===== src/rtl/reg_bus_master_if.sv =====
// Bundle of the command/response handshake and register-bus signals of reg_bus_master.
// cmd_*/rsp_* use valid/ready: a beat moves on a rising edge where valid & ready are both high.
interface reg_bus_master_if #(
  parameter int ADDR_WIDTH = 8,
  parameter int DATA_WIDTH = 32
) ();
  logic                  cmd_valid;
  logic                  cmd_ready;
  logic                  cmd_write;
  logic [ADDR_WIDTH-1:0] cmd_addr;
  logic [DATA_WIDTH-1:0] cmd_wdata;

  logic                  rsp_valid;
  logic                  rsp_ready;
  logic [DATA_WIDTH-1:0] rsp_rdata;
  logic                  rsp_err;

  logic [ADDR_WIDTH-1:0] bus_addr;
  logic [DATA_WIDTH-1:0] bus_wdata;
  logic                  bus_wen;
  logic                  bus_ren;
  logic [DATA_WIDTH-1:0] bus_rdata;
  logic                  bus_ready;

  // The initiator side.
  modport master (
    input  cmd_valid, cmd_write, cmd_addr, cmd_wdata,
    input  rsp_ready,
    input  bus_rdata, bus_ready,
    output cmd_ready,
    output rsp_valid, rsp_rdata, rsp_err,
    output bus_addr, bus_wdata, bus_wen, bus_ren
  );

  // The environment: command source, response sink and register slave.
  modport slave (
    output cmd_valid, cmd_write, cmd_addr, cmd_wdata,
    output rsp_ready,
    output bus_rdata, bus_ready,
    input  cmd_ready,
    input  rsp_valid, rsp_rdata, rsp_err,
    input  bus_addr, bus_wdata, bus_wen, bus_ren
  );
endinterface


===== src/rtl/reg_bus_master.sv =====
// Register-bus initiator: one command at a time becomes a SETUP/ACCESS transfer and one response.
// Misaligned addresses are answered with an error and never reach the bus.
module reg_bus_master #(
  parameter int ADDR_WIDTH = 8,
  parameter int DATA_WIDTH = 32,
  parameter int TIMEOUT    = 16
) (
  input  logic       clk,
  input  logic       reset_n,
  reg_bus_master_if.master bus,
  output logic [1:0] fsm_state
);

  typedef enum logic [1:0] {
    IDLE   = 2'd0,
    SETUP  = 2'd1,
    ACCESS = 2'd2,
    RESP   = 2'd3
  } state_t;

  localparam int CNT_W = (TIMEOUT > 0) ? $clog2(TIMEOUT + 1) : 1;
  localparam logic [CNT_W-1:0] CNT_MAX = CNT_W'(TIMEOUT);

  state_t           state;
  logic             wr_q;
  logic [CNT_W-1:0] cnt;

  assign fsm_state = state;

  always_ff @(posedge clk or negedge reset_n) begin
    if (!reset_n) begin
      state         <= IDLE;
      wr_q          <= 1'b0;
      cnt           <= '0;
      bus.cmd_ready <= 1'b0;
      bus.rsp_valid <= 1'b0;
      bus.rsp_rdata <= '0;
      bus.rsp_err   <= 1'b0;
      bus.bus_addr  <= '0;
      bus.bus_wdata <= '0;
      bus.bus_wen   <= 1'b0;
      bus.bus_ren   <= 1'b0;
    end else begin
      case (state)
        IDLE: begin
          bus.cmd_ready <= 1'b1;
          if (bus.cmd_valid && bus.cmd_ready) begin
            bus.cmd_ready <= 1'b0;
            wr_q          <= bus.cmd_write;
            if (bus.cmd_addr[1:0] != 2'b00) begin
              bus.rsp_valid <= 1'b1;
              bus.rsp_err   <= 1'b1;
              bus.rsp_rdata <= '0;
              state         <= RESP;
            end else begin
              // The bus address/data registers double as the captured command.
              bus.bus_addr  <= bus.cmd_addr;
              bus.bus_wdata <= bus.cmd_wdata;
              cnt           <= '0;
              state         <= SETUP;
            end
          end
        end

        SETUP: begin
          bus.bus_wen <= wr_q;
          bus.bus_ren <= !wr_q;
          state       <= ACCESS;
        end

        ACCESS: begin
          if (bus.bus_ready) begin
            bus.bus_wen   <= 1'b0;
            bus.bus_ren   <= 1'b0;
            bus.rsp_rdata <= wr_q ? '0 : bus.bus_rdata;
            bus.rsp_err   <= 1'b0;
            bus.rsp_valid <= 1'b1;
            state         <= RESP;
          end else if (TIMEOUT > 0) begin
            if (cnt != CNT_MAX) begin
              cnt <= cnt + CNT_W'(1);
            end
            // This stalled cycle is the TIMEOUT-th one: abort.
            if (cnt == CNT_MAX - CNT_W'(1)) begin
              bus.bus_wen   <= 1'b0;
              bus.bus_ren   <= 1'b0;
              bus.rsp_rdata <= '0;
              bus.rsp_err   <= 1'b1;
              bus.rsp_valid <= 1'b1;
              state         <= RESP;
            end
          end
        end

        RESP: begin
          if (bus.rsp_ready) begin
            bus.rsp_valid <= 1'b0;
            bus.cmd_ready <= 1'b1;
            state         <= IDLE;
          end
        end

        default: begin
          state <= IDLE;
        end
      endcase
    end
  end

endmodule


===== src/flat_wrapper.sv =====
// flat-port wrapper written by rule: the top's interface ports become plain ports
module reg_bus_master_flat 
#(
  parameter int ADDR_WIDTH = 8,
  parameter int DATA_WIDTH = 32,
  parameter int TIMEOUT    = 16
)
  (clk, reset_n, fsm_state, bus_cmd_valid, bus_cmd_write, bus_cmd_addr, bus_cmd_wdata, bus_rsp_ready, bus_bus_rdata, bus_bus_ready, bus_cmd_ready, bus_rsp_valid, bus_rsp_rdata, bus_rsp_err, bus_bus_addr, bus_bus_wdata, bus_bus_wen, bus_bus_ren);
  reg_bus_master_if #(.ADDR_WIDTH(ADDR_WIDTH), .DATA_WIDTH(DATA_WIDTH)) bus_i ();
  input  logic clk;
  input  logic reset_n;
  output logic [1:0] fsm_state;
  input wire logic [$bits(bus_i.cmd_valid)-1:0] bus_cmd_valid;
  input wire logic [$bits(bus_i.cmd_write)-1:0] bus_cmd_write;
  input wire logic [$bits(bus_i.cmd_addr)-1:0] bus_cmd_addr;
  input wire logic [$bits(bus_i.cmd_wdata)-1:0] bus_cmd_wdata;
  input wire logic [$bits(bus_i.rsp_ready)-1:0] bus_rsp_ready;
  input wire logic [$bits(bus_i.bus_rdata)-1:0] bus_bus_rdata;
  input wire logic [$bits(bus_i.bus_ready)-1:0] bus_bus_ready;
  output wire logic [$bits(bus_i.cmd_ready)-1:0] bus_cmd_ready;
  output wire logic [$bits(bus_i.rsp_valid)-1:0] bus_rsp_valid;
  output wire logic [$bits(bus_i.rsp_rdata)-1:0] bus_rsp_rdata;
  output wire logic [$bits(bus_i.rsp_err)-1:0] bus_rsp_err;
  output wire logic [$bits(bus_i.bus_addr)-1:0] bus_bus_addr;
  output wire logic [$bits(bus_i.bus_wdata)-1:0] bus_bus_wdata;
  output wire logic [$bits(bus_i.bus_wen)-1:0] bus_bus_wen;
  output wire logic [$bits(bus_i.bus_ren)-1:0] bus_bus_ren;
  assign bus_i.cmd_valid = bus_cmd_valid;
  assign bus_i.cmd_write = bus_cmd_write;
  assign bus_i.cmd_addr = bus_cmd_addr;
  assign bus_i.cmd_wdata = bus_cmd_wdata;
  assign bus_i.rsp_ready = bus_rsp_ready;
  assign bus_i.bus_rdata = bus_bus_rdata;
  assign bus_i.bus_ready = bus_bus_ready;
  assign bus_cmd_ready = bus_i.cmd_ready;
  assign bus_rsp_valid = bus_i.rsp_valid;
  assign bus_rsp_rdata = bus_i.rsp_rdata;
  assign bus_rsp_err = bus_i.rsp_err;
  assign bus_bus_addr = bus_i.bus_addr;
  assign bus_bus_wdata = bus_i.bus_wdata;
  assign bus_bus_wen = bus_i.bus_wen;
  assign bus_bus_ren = bus_i.bus_ren;
  reg_bus_master #(.ADDR_WIDTH(ADDR_WIDTH), .DATA_WIDTH(DATA_WIDTH), .TIMEOUT(TIMEOUT)) u_core (.clk(clk), .reset_n(reset_n), .bus(bus_i), .fsm_state(fsm_state));
endmodule

===== config.mk =====
export PLATFORM = sky130hd
export DESIGN_NAME = reg_bus_master_flat
export DESIGN_NICKNAME = d
export VERILOG_FILES = /design/src/rtl/reg_bus_master_if.sv /design/src/rtl/reg_bus_master.sv /design/src/flat_wrapper.sv
export SDC_FILE = /design/constraint.sdc
export NUM_CORES = 1
export LEC_CHECK = 0
export CORE_MARGIN = 2
export CORE_UTILIZATION = 46
export DETAILED_ROUTE_END_ITERATION = 12
export HOLD_SLACK_MARGIN = 0.1
export PLACE_DENSITY_LB_ADDON = 0.1
export SLEW_MARGIN = 20
export SYNTH_ARGS = -nofsm -noshare
export SYNTH_HDL_FRONTEND = slang
export SYNTH_SLANG_ARGS = --single-unit

===== constraint.sdc =====
create_clock -name clk -period 3.05 [get_ports clk]
set_input_delay 0.915 -clock clk [delete_from_list [all_inputs] [get_ports clk]]
set_output_delay 0.915 -clock clk [all_outputs]
set_load 0.01 [all_outputs]

==> impl_summary.txt <==
----------------------------------------------------
[Timing]
  Total setup violations reported at the end of the flow ... 0
  Number of max-slew violations in the final report ... 0
  Number of endpoints with negative hold slack in the final report ... 0
  Summed negative setup slack over all endpoints ... 0 ns
  Max transition margin ... 0.411
  Unrepaired setup endpoints after global routing ... no
  Setup skew after layout ... between 0.01 and 0.015 ns
  Maximum achievable frequency ... ~400 MHz
  Final period util ... 0.816
  Slew @ Worst Pin ... 0.883 ns
  Post-layout minimum cycle time ... ~2.5 ns

[Placed design]
  Total half-perimeter wirelength after legalization and detailed placement ... about 6200 um
  Port-buffer cells ... between 150 and 200
  Placement-stage cell area ... 5310 um2
  Routability congestion estimate from global placement ... 0.815

[Final layout]
  Non-Filler Cell Area, Final ... between 5000 and 6000 um2
  Net count reported at finish ... approximately 550
  Ratio of cells with drive above 1 in the final layout ... 0.139
  Number of filler instances in the final layout ... around 570
  Synth-to-layout area growth ... 49.1%
  Number of diodes added for antenna fixing ... 0

[Global routing]
  Antenna violations before repair ... 0
  Total overflow reported by the global router ... 0
  Number of global-route vias before repair ... between 2000 and 3000
  Global-route wire length before repair ... around 14000 um
  Pin count of the biggest net entering global routing ... 65
  GRT Overall Usage ... 0.207

[Routing]
  Number of DRC violations after detailed routing ... 0
  Average wire per standard cell ... ~15 um
  Uppermost signal routing layer after detailed routing ... met4
  Detailed-route wire length on metal 1 ... about 4000 um
  Detailed-route via count ... around 2700
  Length of routed met2 wiring ... between 4000 and 5000 um
  WL met3 ... around 560 um
  Via-per-instance ratio ... 4.84
  Remaining antenna violation count ... 0
  First-pass detailed-route iteration total ... 5
  Overall routed net length ... about 8700 um
  DRC violation total after the first TritonRoute iteration ... around 140

[Synthesis]
  Top FF cell, synth ... dfrtp_1
  Number of enable-type register cells in the synthesized netlist ... 0
  Synth warn ... 0
  Sequential element share of the synthesized area ... 0.575
  Post-synth ARST share ... 1.00
  Gate count of the mapped netlist ... just over 300
  Post-synthesis cell area ... ~3700 um2
  Post-synthesis sequential element count ... between 80 and 90
  Nets in the synthesized netlist ... between 300 and 400
  Number of library cell types mapped by synthesis ... 36
  Post-Syn Area per Cell ... 12.1 um2

[CTS]
  Cts repair resizes ... 0
  TritonCTS buffer count ... 9
  CTS H-tree lvls ... 3
  Clock transition at the register clock pins on the worst setup and hold paths after CTS ... around 0.09 ns
  CTS Hold Bufs ... 0
  Number of clock sinks ... 85
  Post-CTS setup buffer count ... 0
  Buffer depth of the longest clock path ... 2
  Clk Latency, worst-skew pair ... between 0.3 and 0.4 ns
  Root buffer cell ... clkbuf_8
  Clock tree from TritonCTS ... built

[Power and ir drop]
  Cell area power density ... slightly above 900 nW/um2
  Maximum resistive drop on vdd ... 0.921 mV
  Leakage power total ... around 0.0025 uW

[Hold path]
  Worst Hold Class ... register to register

[Floorplanning]
  Die height ... 93.6 um
  DIE AREA ... a little under 9000 um2
  I/O pin count ... about 160
  Floorplan Core Area ... 7770 um2
  Starting utilization of the core area ... 0.476
  Horizontal extent of the die ... about 94 um
  Row cnt ... 32

[Setup path]
  Top cell family by delay on the critical path ... compound AO/OA/AOI/OAI gates
  Worst path arrival time ... 2.67 ns
  Worst-path cell with the longest stage delay ... a211o_2
  Worst setup path category ... register to register
  Element type at the critical path end ... register
  Count of buffer and inverter cells on the critical path ... 1
  Worst path required time ... 3.23 ns
  Critical-path maximum fanout ... between 60 and 70
  Largest incremental delay on the critical path ... 0.74 ns
  Series of cell instances along the critical path ... inv_1 > ha_1 > nor3b_1 > a211o_2 > o21ai_0
  Startpoint types ... register

[Status]
  Run status ... complete, no violations

[Flow run]
  Max cap viols ... 0

----------------------------------------------------
per-stage QoR:
step           utilization  hold slack [ns]  instances  power (uW)  setup slack (ns)
2_1_floorplan            -            0.474        306        3100              1.04
3_3_place_gp         0.684            0.461        552        4260             0.284
3_5_place_dp         0.684            0.469        552        4320             0.192
4_1_cts              0.709            0.490        568        5140             0.564
5_1_grt              0.709            0.509        568        5430             0.265
6_report             0.709            0.486        568        5080             0.562
power breakdown:
group	total [uW]	leakage, uW	internal (uW)	switching, uW
clock	799	0.0000935	386	412
combinational	2430	0.00128	1400	1030
sequential	1860	0.00111	1590	269
cell usage in the layout (no fill, tap or decap), types with 2 or more instances in the layout:
master / Yosys / routed
clkdlybuf4s50_1: 0 / 155
nor2_1: 3 / 2
buf_12: 3 / 2
mux2i_1: 3 / 3
inv_6: 0 / 2
o22ai_1: 2 / 2
mux2_4: 38 / 38
inv_1: 9 / 9
a21oi_1: 4 / 4
dfrtp_1: 85 / 85
nor4bb_1: 2 / 2
o21ai_0: 39 / 39
ha_1: 7 / 7
clkbuf_8: 0 / 9
clkinvlp_4: 0 / 2
o211ai_1: 2 / 2
and2_1: 2 / 2
buf_4: 0 / 3
nand2b_1: 2 / 2
nand3_1: 2 / 2
nand2_1: 74 / 74
routing by layer:
layer	global-route usage	vias to the layer above
met5	0	-
met3	0.0540	7
met4	0.0471	0
li1	-	1342
met2	0.323	99
met1	0.294	1299
registers in the layout, indices dropped and copies added, names as in the netlist:
name and flops:
u_core.bus.bus_wen 1, u_core.bus.rsp_valid 1, u_core.bus.bus_ren 1, u_core.fsm_state 2, u_core.bus.bus_wdata 32, u_core.bus.cmd_ready 1, u_core.bus.rsp_err 1, u_core.bus.bus_addr 8
u_core.bus.rsp_rdata 32, u_core.wr_q 1, u_core.cnt 5
synthesized netlist by cell type (3+ instances only):
cell type / number / area share
mux2i_1: 3 / 0.0081
clkbuf_1: 8 / 0.0081
o21ai_0: 39 / 0.053
dfrtp_1: 85 / 0.58
buf_2: 3 / 0.0041
ha_1: 7 / 0.024
mux2_4: 38 / 0.15
inv_1: 9 / 0.0091
nand2_1: 74 / 0.075
a21oi_1: 4 / 0.0054
nor2_1: 3 / 0.0030
buf_12: 3 / 0.016
tightest hold or removal path: cells and delay by family, from the launching register on:
family	cells	cell delay, ns
simple gates	1	0.04
flops	1	0.35
compound gates	1	0.06
path summary, 6_finish.rpt:
path | startpoint | endpoint | slack [ns] | depth (start not counted)
setup / recovery | u_core.fsm_state[0] | u_core.bus.rsp_rdata[28] | 0.56 | 5
hold / removal | u_core.bus.rsp_rdata[1] | u_core.bus.rsp_rdata[1] | 0.49 | 2
setup reg to reg | u_core.fsm_state[0] | u_core.bus.rsp_rdata[28] | 0.56 | 5
hold reg to reg | u_core.bus.rsp_rdata[1] | u_core.bus.rsp_rdata[1] | 0.49 | 2
max in group asynchronous | reset_n | u_core.bus.bus_wdata[31] | 1.87 | 2
min in group asynchronous | reset_n | u_core.bus.bus_wdata[4] | 0.51 | 1
final cells by class:
type / count / area (um2) / share of cell area
Clock buffer: 10 / 128 / 0.0232
Clock inverter: 6 / 71.3 / 0.0129
Multi-Input combinational cell: 196 / 1410 / 0.256
Timing Repair Buffer: 160 / 1610 / 0.293
Sequential cell: 85 / 2130 / 0.386
Inverter: 9 / 33.8 / 0.00613
Tap cell: 102 / 128 / 0.0232
cell families after synthesis:
logic type	synth area share
multiplexers	0.166
AO/OA/AOI/OAI	0.0816
AND/OR/NAND/NOR	0.109
adder cells (fa/ha/maj)	0.0237
flip-flops	0.575
buffers and inverters	0.0447
(Power assumes the default switching activity.)
